## src/rtl/serial_sub_pkg.sv

```systemverilog
// Shared types and helpers for the bit-serial subtractor controller.
package serial_sub_pkg;

    typedef enum logic [1:0] {
        IDLE = 2'd0,
        RUN  = 2'd1,
        DONE = 2'd2
    } state_t;

    // Ceiling log2, never below 1 so a 2-bit operand still gets a 1-bit counter.
    function automatic int clog2(input int value);
        int r;
        int v;
        r = 0;
        v = value - 1;
        while (v > 0) begin
            r = r + 1;
            v = v >> 1;
        end
        return (r < 1) ? 1 : r;
    endfunction

endpackage

```

## src/rtl/full_sub_cell.sv

```systemverilog
// One-bit full subtractor built from two half subtractors and an OR of their borrows.
module full_sub_cell (
    input  logic a,
    input  logic b,
    input  logic bin,
    output logic d,
    output logic bout
);

    logic d1;
    logic b1;
    logic b2;

    half_sub_cell u_hs0 (
        .a    (a),
        .b    (b),
        .d    (d1),
        .bout (b1)
    );

    half_sub_cell u_hs1 (
        .a    (d1),
        .b    (bin),
        .d    (d),
        .bout (b2)
    );

    assign bout = b1 | b2;

endmodule

```

## src/rtl/half_sub_cell.sv

```systemverilog
// One-bit half subtractor: d = a - b, bout set when a borrow is needed.
module half_sub_cell (
    input  logic a,
    input  logic b,
    output logic d,
    output logic bout
);

    assign d    = a ^ b;
    assign bout = ~a & b;

endmodule

```

## src/rtl/serial_sub_ctrl.sv

```systemverilog
// Bit-serial N-bit subtractor: latches operands on start, feeds one full-subtractor
// cell LSB-first, then presents the difference and final borrow with a done pulse.
module serial_sub_ctrl
    import serial_sub_pkg::*;
#(
    parameter int WIDTH = 8
) (
    input  logic             clk,
    input  logic             rst_n,
    input  logic             start,
    input  logic [WIDTH-1:0] a,
    input  logic [WIDTH-1:0] b,
    output logic             busy,
    output logic             done,
    output logic [WIDTH-1:0] diff,
    output logic             borrow_out
);

    localparam int CW = clog2(WIDTH);

    state_t           state_reg, state_next;
    logic [WIDTH-1:0] opa_reg, opa_next;
    logic [WIDTH-1:0] opb_reg, opb_next;
    logic [WIDTH-1:0] result_reg, result_next;
    logic [WIDTH-1:0] diff_reg, diff_next;
    logic [CW-1:0]    cnt_reg, cnt_next;
    logic             borrow_reg, borrow_next;
    logic             borrow_out_reg, borrow_out_next;
    logic             busy_reg, busy_next;
    logic             done_reg, done_next;
    logic             cell_d;
    logic             cell_bout;

    full_sub_cell u_cell (
        .a    (opa_reg[0]),
        .b    (opb_reg[0]),
        .bin  (borrow_reg),
        .d    (cell_d),
        .bout (cell_bout)
    );

    always_ff @(posedge clk or negedge rst_n) begin
        if (!rst_n) begin
            state_reg      <= IDLE;
            opa_reg        <= '0;
            opb_reg        <= '0;
            result_reg     <= '0;
            diff_reg       <= '0;
            cnt_reg        <= '0;
            borrow_reg     <= 1'b0;
            borrow_out_reg <= 1'b0;
            busy_reg       <= 1'b0;
            done_reg       <= 1'b0;
        end else begin
            state_reg      <= state_next;
            opa_reg        <= opa_next;
            opb_reg        <= opb_next;
            result_reg     <= result_next;
            diff_reg       <= diff_next;
            cnt_reg        <= cnt_next;
            borrow_reg     <= borrow_next;
            borrow_out_reg <= borrow_out_next;
            busy_reg       <= busy_next;
            done_reg       <= done_next;
        end
    end

    always_comb begin
        state_next      = state_reg;
        opa_next        = opa_reg;
        opb_next        = opb_reg;
        result_next     = result_reg;
        diff_next       = diff_reg;
        cnt_next        = cnt_reg;
        borrow_next     = borrow_reg;
        borrow_out_next = borrow_out_reg;

        case (state_reg)
            IDLE: begin
                if (start) begin
                    state_next  = RUN;
                    opa_next    = a;
                    opb_next    = b;
                    borrow_next = 1'b0;
                    cnt_next    = '0;
                    result_next = '0;
                end
            end
            RUN: begin
                result_next = {cell_d, result_reg[WIDTH-1:1]};
                opa_next    = opa_reg >> 1;
                opb_next    = opb_reg >> 1;
                borrow_next = cell_bout;
                if (cnt_reg == CW'(WIDTH - 1)) begin
                    // Last bit: publish the completed word and its borrow together.
                    state_next      = DONE;
                    diff_next       = result_next;
                    borrow_out_next = cell_bout;
                end else begin
                    cnt_next = cnt_reg + CW'(1);
                end
            end
            DONE: begin
                state_next = IDLE;
            end
            default: begin
                state_next = IDLE;
            end
        endcase

        busy_next = (state_next == RUN);
        done_next = (state_next == DONE);
    end

    assign busy       = busy_reg;
    assign done       = done_reg;
    assign diff       = diff_reg;
    assign borrow_out = borrow_out_reg;

endmodule

```

## config.mk

```make
export PLATFORM = sky130hd
export DESIGN_NAME = serial_sub_ctrl
export DESIGN_NICKNAME = d
export VERILOG_FILES = /design/src/rtl/serial_sub_pkg.sv /design/src/rtl/full_sub_cell.sv /design/src/rtl/half_sub_cell.sv /design/src/rtl/serial_sub_ctrl.sv
export SDC_FILE = /design/constraint.sdc
export NUM_CORES = 1
export LEC_CHECK = 0
export ABC_AREA = 1
export ABC_CLOCK_PERIOD_IN_PS = 3460
export CELL_PAD_IN_SITES_DETAIL_PLACEMENT = 1
export CELL_PAD_IN_SITES_GLOBAL_PLACEMENT = 2
export CORE_ASPECT_RATIO = 1.5
export CORE_UTILIZATION = 33
export DETAILED_ROUTE_END_ITERATION = 8
export PLACE_DENSITY = 0.94
export SLEW_MARGIN = 20
export SYNTH_ARGS = -nofsm -noshare
export SYNTH_HDL_FRONTEND = slang
export SYNTH_SLANG_ARGS = --single-unit
```

## constraint.sdc

```tcl
create_clock -name clk -period 3.46 [get_ports clk]
set_clock_uncertainty 0.1 [all_clocks]
set_input_delay 0.692 -clock clk [delete_from_list [all_inputs] [get_ports clk]]
set_output_delay 0.692 -clock clk [all_outputs]
set_load 0.005 [all_outputs]
```

# == Yosys cells after proc, flatten, opt, wreduce, memory -nomap -nowiden ==
# Index checks and enable logic that the tools add are counted.
# word_totals
out_inout_bits,11
register_bits,41
inputBits,19
word_cells,43
# classes
n_reduce_logical,5
n_eq_ne,6
n_bitwise,7
addsub,1
n_mux,14
# op_table
cell,count
case mux 8 bit (2 select lines),3
2-to-1 mux 8 bit,3
2-to-1 mux 3 bit,2
case mux 3 bit (2 select lines),1
"== test 2 x 1 -> 1 bit, second input constant",2
2-to-1 mux 2 bit,2
"inequality test 2 bit, second input constant",2
case mux 2 bit (2 select lines),1
AND reduction 2 bit,2
"adder 3 x 1 -> 3 bit, second input constant",1
"== test 3 bit, second input constant",1
AND reduction 3 bit,1
AND 1 bit,2
"== test 2 bit, second input constant",1
logical NOT 2 bit,1
inverter 1 bit,2
case mux 1 bit (2 select lines),1
nonzero test 2 bit,1
bitwise XOR 1 bit,2
2-to-1 mux 1 bit,1
OR 1 bit,1

# == Logic depth before layout (Yosys ltp) ==
# Gate-level depths: netlist (run 1).
# logic_depth
depth_word,5
mapped_depth,7
mapped_depth_nobuf,6

# == Cells and area by module ==
# A second synthesis (run 1) with hierarchy kept.
# hier_totals
hier_cells,225
hier_area_um2,1821.7
# modules_own_cells
mod,instances,area_each_um2,cells_per_inst
serial_sub_ctrl,1,1770.4,216
half_sub_cell,2,20.0,3
full_sub_cell,1,11.3,3

# == Least setup slack after synthesis (run 1) ==
# No wires, ideal clock.
# synth_path
kind,input port to flip-flop
start,input start
end,register opa_reg[3]
path_stages,5
setup_ns,0.116
slack_ns,2.059
t_arrival_ns,1.185
cell_sequence,o21ai_4 > inv_2 > buf_6 > nand2_1 > nand2_1
# synth_between
elab_chain_cells,2
# synth_lines
element,line,source
"start, declared",serial_sub_ctrl.sv:10,"input logic start,"
inequality test 2 bit (no source line),-,
AND reduction 2 bit (no source line),-,
"end signal, assigned",serial_sub_ctrl.sv:56,opa_reg <= opa_next;
"end, declared",serial_sub_ctrl.sv:22,"logic [WIDTH-1:0] opa_reg, opa_next;"
# No other way between the ends.
# A chain may end at the register's enable or synchronous reset.

# == Worst setup path in the final report (run 1) ==
# layout_path
start,register state_reg[0]
end,register opb_reg[6]
# layout_between
elab_chain_cells,3
word_cells_on_any_way,6
# layout_lines
element,line,source
"start, declared",serial_sub_ctrl.sv:21,"state_t state_reg, state_next;"
"start signal, assigned",serial_sub_ctrl.sv:55,state_reg <= state_next;
== test 2 x 1 -> 1 bit / logical NOT 2 bit (equally long branches),serial_sub_ctrl.sv:78,case (state_reg)
nonzero test 2 bit (no source line) / inequality test 2 bit (equally long branches),-,
AND reduction 2 bit (no source line),-,
"end signal, assigned",serial_sub_ctrl.sv:57,opb_reg <= opb_next;
"end, declared",serial_sub_ctrl.sv:23,"logic [WIDTH-1:0] opb_reg, opb_next;"
# Parallel ways exist; a longest one is shown, timed or not.

==> results.yml, run 1 <==
run_status:
  status: "finished, final reports clean"
cells_and_area:
  multi_input_area_um2: 678
  fillerInstances: 629
  seqCellArea_um2: 1000
  finalNonFillerCells: 308
  final_util_pct: 42.4
  finalNetCount: 261
  diodes: 0
  drive_gt1_share_pct: 8.33
  syn2layout_area_growth_pct: 21.9
cts:
  holdBufCountCts: 0
  h-tree-depth: 2
  cts_buffer_depth: 2
  cts_tree: "yes"
  cts_setup_buffers: 0
  post_cts_resized: 0
  cts_root_buffer: "clkbuf_8"
  clk_latency_ns: 0.29
  cts_num_sinks: 40
  numCtsBuffers: 5
  cts.clk_slew.worst_paths_ns: 0.07
detailed_routing:
  drtPass1Iterations: 4
  wirelength_um: 3990
  via_per_inst: 4.66
  vias: 1435
  wl_per_cell_um: 12.9
  drtIter0Drc: 40
  drc: 0
  final_antenna_net_count: 0
timing:
  tns_ns: 0
  layout_min_cycle_time_ns: 2.11
  final_hold_viol_count: 0
  clock.fmax_ghz: 0.474
  worst_slew_pin_slew_ns: 0.898
  timing.final.crit_share_pct: 61.0
  rsz0062_at_grt: "no"
  whs_ns: 0.388
  finalSetupViolations: 0
  relSlewSlack_pct: 40.1
  slew_viol_final: 0
yosys:
  syn_nets: 233
  yosys_register_bits: 40
  synth.yosys.seq_area_share_pct: 55.3
  synth_cells: 211
  yosysWarnings: 0
  synth_cell_types: 16
  syn-cell-area_um2: 1810
  syn_avg_cell_area_um2: 8.58
power:
  p_total_mw: 1.87
  ir_worst_vdd_uv: 377
  p_leak_nw: 1.13
  p_per_area_nw_per_um2: 847
setup_path:
  critPathLaunchType: "flop"
  path_buf_inv: 0
  critical_path_class: "flop to flop"
  path_max_fanout: 22
  end_kind: "flop"
  worstPathArrival_ns: 2.19
  slowest_stage: "dfrtp_1"
  required_ns: 3.54
  cpPeakStageDelay_ns: 0.84
  path_delay_family: "simple AND/OR/NAND/NOR gates"
  crit_top_cell: "nand2_1"
  crit_chain: "nand2_1 > nand2_1 > nand2_1 > nand2_1 > nand2_1"
die:
  pin_count: 30
  fp.dieW_um: 62.5
  die_y_um: 92.7
  core_um2: 5200
  die_area_um2: 5790
  initial_utilization_pct: 34.8
  rows: 32
place:
  dpl.hpwl_um: 2710
  io_buffers: 29
  dp_cells: 300
  gp_congestion: 0.717
global_routing:
  overflow: 0
  grt_pass1_vias: 1557
  grt_use_total_pct: 15.5
  grt_pass1_wl_um: 7150
  antenna_found_initial: 0
  grt_max_degree: 41
min_path:
  worst_hold_path_type: "flop to flop"
job:
  maxCapViolations: 0
area by class of cell:
cell class	count	area share, %
flip-flops and latches	40	45.4
multi-input cells	146	30.7
repair buffers	30	13.3
clock buffers	8	4.08
well taps	68	3.85
inverters	16	2.72
where the power goes:
part / total (mW) / internal [mW] / switching, mW
Sequential: 0.814 / 0.669 / 0.145
Clock: 0.322 / 0.163 / 0.159
Combinational: 0.733 / 0.317 / 0.416
Total: 1.87 / 1.15 / 0.720
worst paths after layout:
kind | startpoint | endpoint | slack (ns) | cells past startpoint
worst max-delay path | state_reg[0] | opb_reg[6] | 1.35 | 5
min in group asynchronous | rst_n | diff[6] | 0.43 | 1
worst min-delay path | opb_reg[5] | opb_reg[5] | 0.39 | 2
worst max register to register | state_reg[0] | opb_reg[6] | 1.35 | 5
max in group asynchronous | rst_n | diff[0] | 2.27 | 1
worst min register to register | opb_reg[5] | opb_reg[5] | 0.39 | 2
synth_stat cells:
library cell,number,share of area [%]
ha_1,2,1.4
inv_1,14,2.9
nand2_2,1,0.35
buf_4,3,1.2
nand2_1,101,21
nand4_1,3,1.0
inv_2,2,0.41
o21ai_4,1,0.90
buf_2,3,0.83
nor2_1,2,0.41
o21ai_0,8,2.2
nand3_1,19,5.3
buf_6,3,1.9
dfrtp_1,40,55
o21ai_2,8,3.9
fa_1,1,1.1
per-stage QoR:
step	area [um^2]	worst slack, ns
after floorplan	1810	2.06
after global placement	2120	1.31
after detailed placement	2120	1.26
after CTS	2210	1.26
after global routing	2210	1.09
final	2210	1.35
placed cells by master, fill, tap and decap left out, drive strengths merged:
| master | instances |
|---|---|
| clkdlybuf4s50 | 28 |
| dfrtp | 40 |
| buf | 2 |
| nand3 | 19 |
| clkbuf | 8 |
| o21ai | 17 |
| nand2 | 102 |
| ha | 2 |
| fa | 1 |
| nand4 | 3 |
| nor2 | 2 |
| inv | 16 |
worst register-to-register path, stage by stage, from the launching register on:
cell and delay [ns]:
dfrtp_1 0.84, nand2_1 0.64, nand2_1 0.25, nand2_1 0.07, nand2_1 0.06, nand2_1 0.05
metal layers:
layer  share of wire [%]  routed length, um  vias to the layer above  GRT usage [%]
li1                    -                  -                      708              -
met1                  44               1760                      691           18.6
met2                  50               2000                       29           27.2
met3                 4.1                163                        7           3.08
met4                 1.7                 67                        0           5.81
met5                   0                  0                        -              0
kinds of logic after synthesis:
logic type / after synthesis / share of synthesized area [%]
simple gates: 126 / 28.0
fa+ha+maj: 3 / 2.49
compound gates: 17 / 6.98
buf+inv: 25 / 7.26
flops: 40 / 55.3
No activity file was read; power rests on OpenSTA's default activity.
==> inputs of run 2 (changes only) <==
--- a/config.mk
+++ b/config.mk
@@ -6,13 +6,13 @@
 export NUM_CORES = 1
 export LEC_CHECK = 0
 export ABC_AREA = 1
-export ABC_CLOCK_PERIOD_IN_PS = 3460
+export ABC_CLOCK_PERIOD_IN_PS = 1900
 export CELL_PAD_IN_SITES_DETAIL_PLACEMENT = 1
 export CELL_PAD_IN_SITES_GLOBAL_PLACEMENT = 2
 export CORE_ASPECT_RATIO = 1.5
-export CORE_UTILIZATION = 33
+export CORE_UTILIZATION = 28
 export DETAILED_ROUTE_END_ITERATION = 8
-export PLACE_DENSITY = 0.94
+export PLACE_DENSITY = 0.86
 export SLEW_MARGIN = 20
 export SYNTH_ARGS = -nofsm -noshare
 export SYNTH_HDL_FRONTEND = slang
==> constraint.sdc (replaced) <==
create_clock -name clk -period 1.9 [get_ports clk]
set_clock_uncertainty 0.1 [all_clocks]
set_input_delay 0.38 -clock clk [delete_from_list [all_inputs] [get_ports clk]]
set_output_delay 0.38 -clock clk [all_outputs]
set_load 0.005 [all_outputs]
==> results.yml, run 2 (same netlist as run 1, synthesis figures left out) <==
global_routing:
  grt_pass1_vias: 1597
  antenna_found_initial: 0
  grt_max_degree: 22
  overflow: 0
  grt_use_total_pct: 14.0
  grt_pass1_wl_um: 7180
setup_path:
  path_delay_family: "buffers and inverters"
  reg2reg_to: "diff[6]"
  crit_chain: "clkdlybuf4s50_1"
  cpPeakStageDelay_ns: 0.51
  slowest_stage: "clkdlybuf4s50_1"
  crit_start: "borrow_out"
  worstSetupPathDepth: 1
  worstPathArrival_ns: 1.16
  required_ns: 1.42
  reg2reg_from: "cnt_reg[0]"
  critical_path_class: "flop to output pin"
  critPathCapture: "borrow_out"
  path_max_fanout: 2
  path_buf_inv: 1
  critPathLaunchType: "flop"
  end_kind: "output pin"
  reg2reg_slack_ns: 0.46
  r2r_cells: 6
timing:
  timing.final.crit_share_pct: 86.1
  final_hold_viol_count: 0
  worst_slew_pin_slew_ns: 0.499
  clock.fmax_ghz: 0.612
  rsz0062_at_grt: "no"
  relSlewSlack_pct: 66.7
  layout_min_cycle_time_ns: 1.64
  tns_ns: 0
  finalSetupViolations: 0
  slew_viol_final: 0
place:
  io_buffers: 29
  dp_cells: 313
  gp_congestion: 0.704
  dpl.hpwl_um: 2930
cts:
  cts_num_sinks: 40
  cts_root_buffer: "clkbuf_8"
  clk_latency_ns: 0.29
  cts_buffer_depth: 2
  cts.clk_slew.worst_paths_ns: 0.07
  h-tree-depth: 2
  numCtsBuffers: 5
  cts_tree: "yes"
run_status:
  status: "finished, final reports clean"
die:
  initial_utilization_pct: 29.3
  core_um2: 6170
  die_y_um: 100
  die_area_um2: 6800
  rows: 35
  fp.dieW_um: 67.7
  pin_count: 30
cells_and_area:
  syn2layout_area_growth_pct: 27.2
  multi_input_area_um2: 678
  seqCellArea_um2: 1000
  layout.cells.most_common_list: "101 x nand2_1, 40 x dfrtp_1, 28 x clkdlybuf4s50_1"
  diodes: 0
  mostFrequentLayoutCell: "nand2_1"
  finalNonFillerCells: 322
  drive_gt1_share_pct: 10.9
  fillerInstances: 737
  finalNetCount: 269
detailed_routing:
  via_per_inst: 4.48
  drtIter0Drc: 51
  wl_per_cell_um: 12.6
  drc: 0
  wirelength_um: 4050
  final_antenna_net_count: 0
  drtPass1Iterations: 4
  vias: 1443
power:
  ir_worst_vdd_uv: 631
  p_per_area_nw_per_um2: 1510
  p_leak_nw: 1.18
min_path:
  worst_hold_path_type: "flop to flop"
job:
  maxCapViolations: 0
[run 2: layout make-up]
type / instances / area share, %
Sequential cell: 40 / 43.5
Multi-Input combinational cell: 146 / 29.5
Timing Repair Buffer: 38 / 16.5
Tap cell: 74 / 4.02
Clock buffer: 8 / 3.91
Inverter: 16 / 2.61
[run 2: how the worst min path moves through the flow]
stage / end / from / depth (start not counted) / slack (ns)
after floorplan: borrow_out / rst_n / 0 / -0.02
after global placement: done / rst_n / 1 / 0.27
after detailed placement: done / rst_n / 1 / 0.28
after CTS: opb_reg[7] / opb_reg[7] / 2 / 0.39
after global routing: opb_reg[7] / opb_reg[7] / 2 / 0.41
final: opb_reg[7] / opb_reg[7] / 2 / 0.38
[run 2: power breakdown]
group,total (mW),leakage [nW],internal [mW],switching [mW]
Combinational,1.46,0.625,0.652,0.807
Sequential,1.44,0.508,1.22,0.216
Clock,0.574,0.0455,0.296,0.278
[run 2: worst min-delay path: stages, from the launching register on]
cell	delay [ns]
dfrtp_1	0.34
nand2_1	0.06
nand2_1	0.05
[run 2: repair_timing]
item	in CTS	in global routing
endpoints found under the hold margin	19	0
resized for setup	0	0
buffers inserted	0	0
hold buffers	1	0
setup endpoints to repair	0	0
[run 2: metrics by stage]
step | power (mW) | worst slack, ns | cell area, um^2 | hold WS (ns) | util, %
floorplan | 2.39 | 0.565 | 1810 | -0.0156 | -
global placement | 2.90 | 0.303 | 2200 | 0.270 | 35.7
detailed placement | 2.96 | 0.258 | 2200 | 0.278 | 35.7
CTS | 3.56 | 0.234 | 2300 | 0.387 | 37.3
global route | 3.83 | 0.205 | 2300 | 0.414 | 37.3
finish | 3.47 | 0.265 | 2300 | 0.377 | 37.3
[run 2: metal layers]
metal  up-vias  wire [um]  global-route usage (%)
met5         -          0                       0
met4         0         47                    6.38
met3         4         98                    2.04
met2        18       2090                    23.7
met1       693       1810                    17.0
li1        728          -                       -
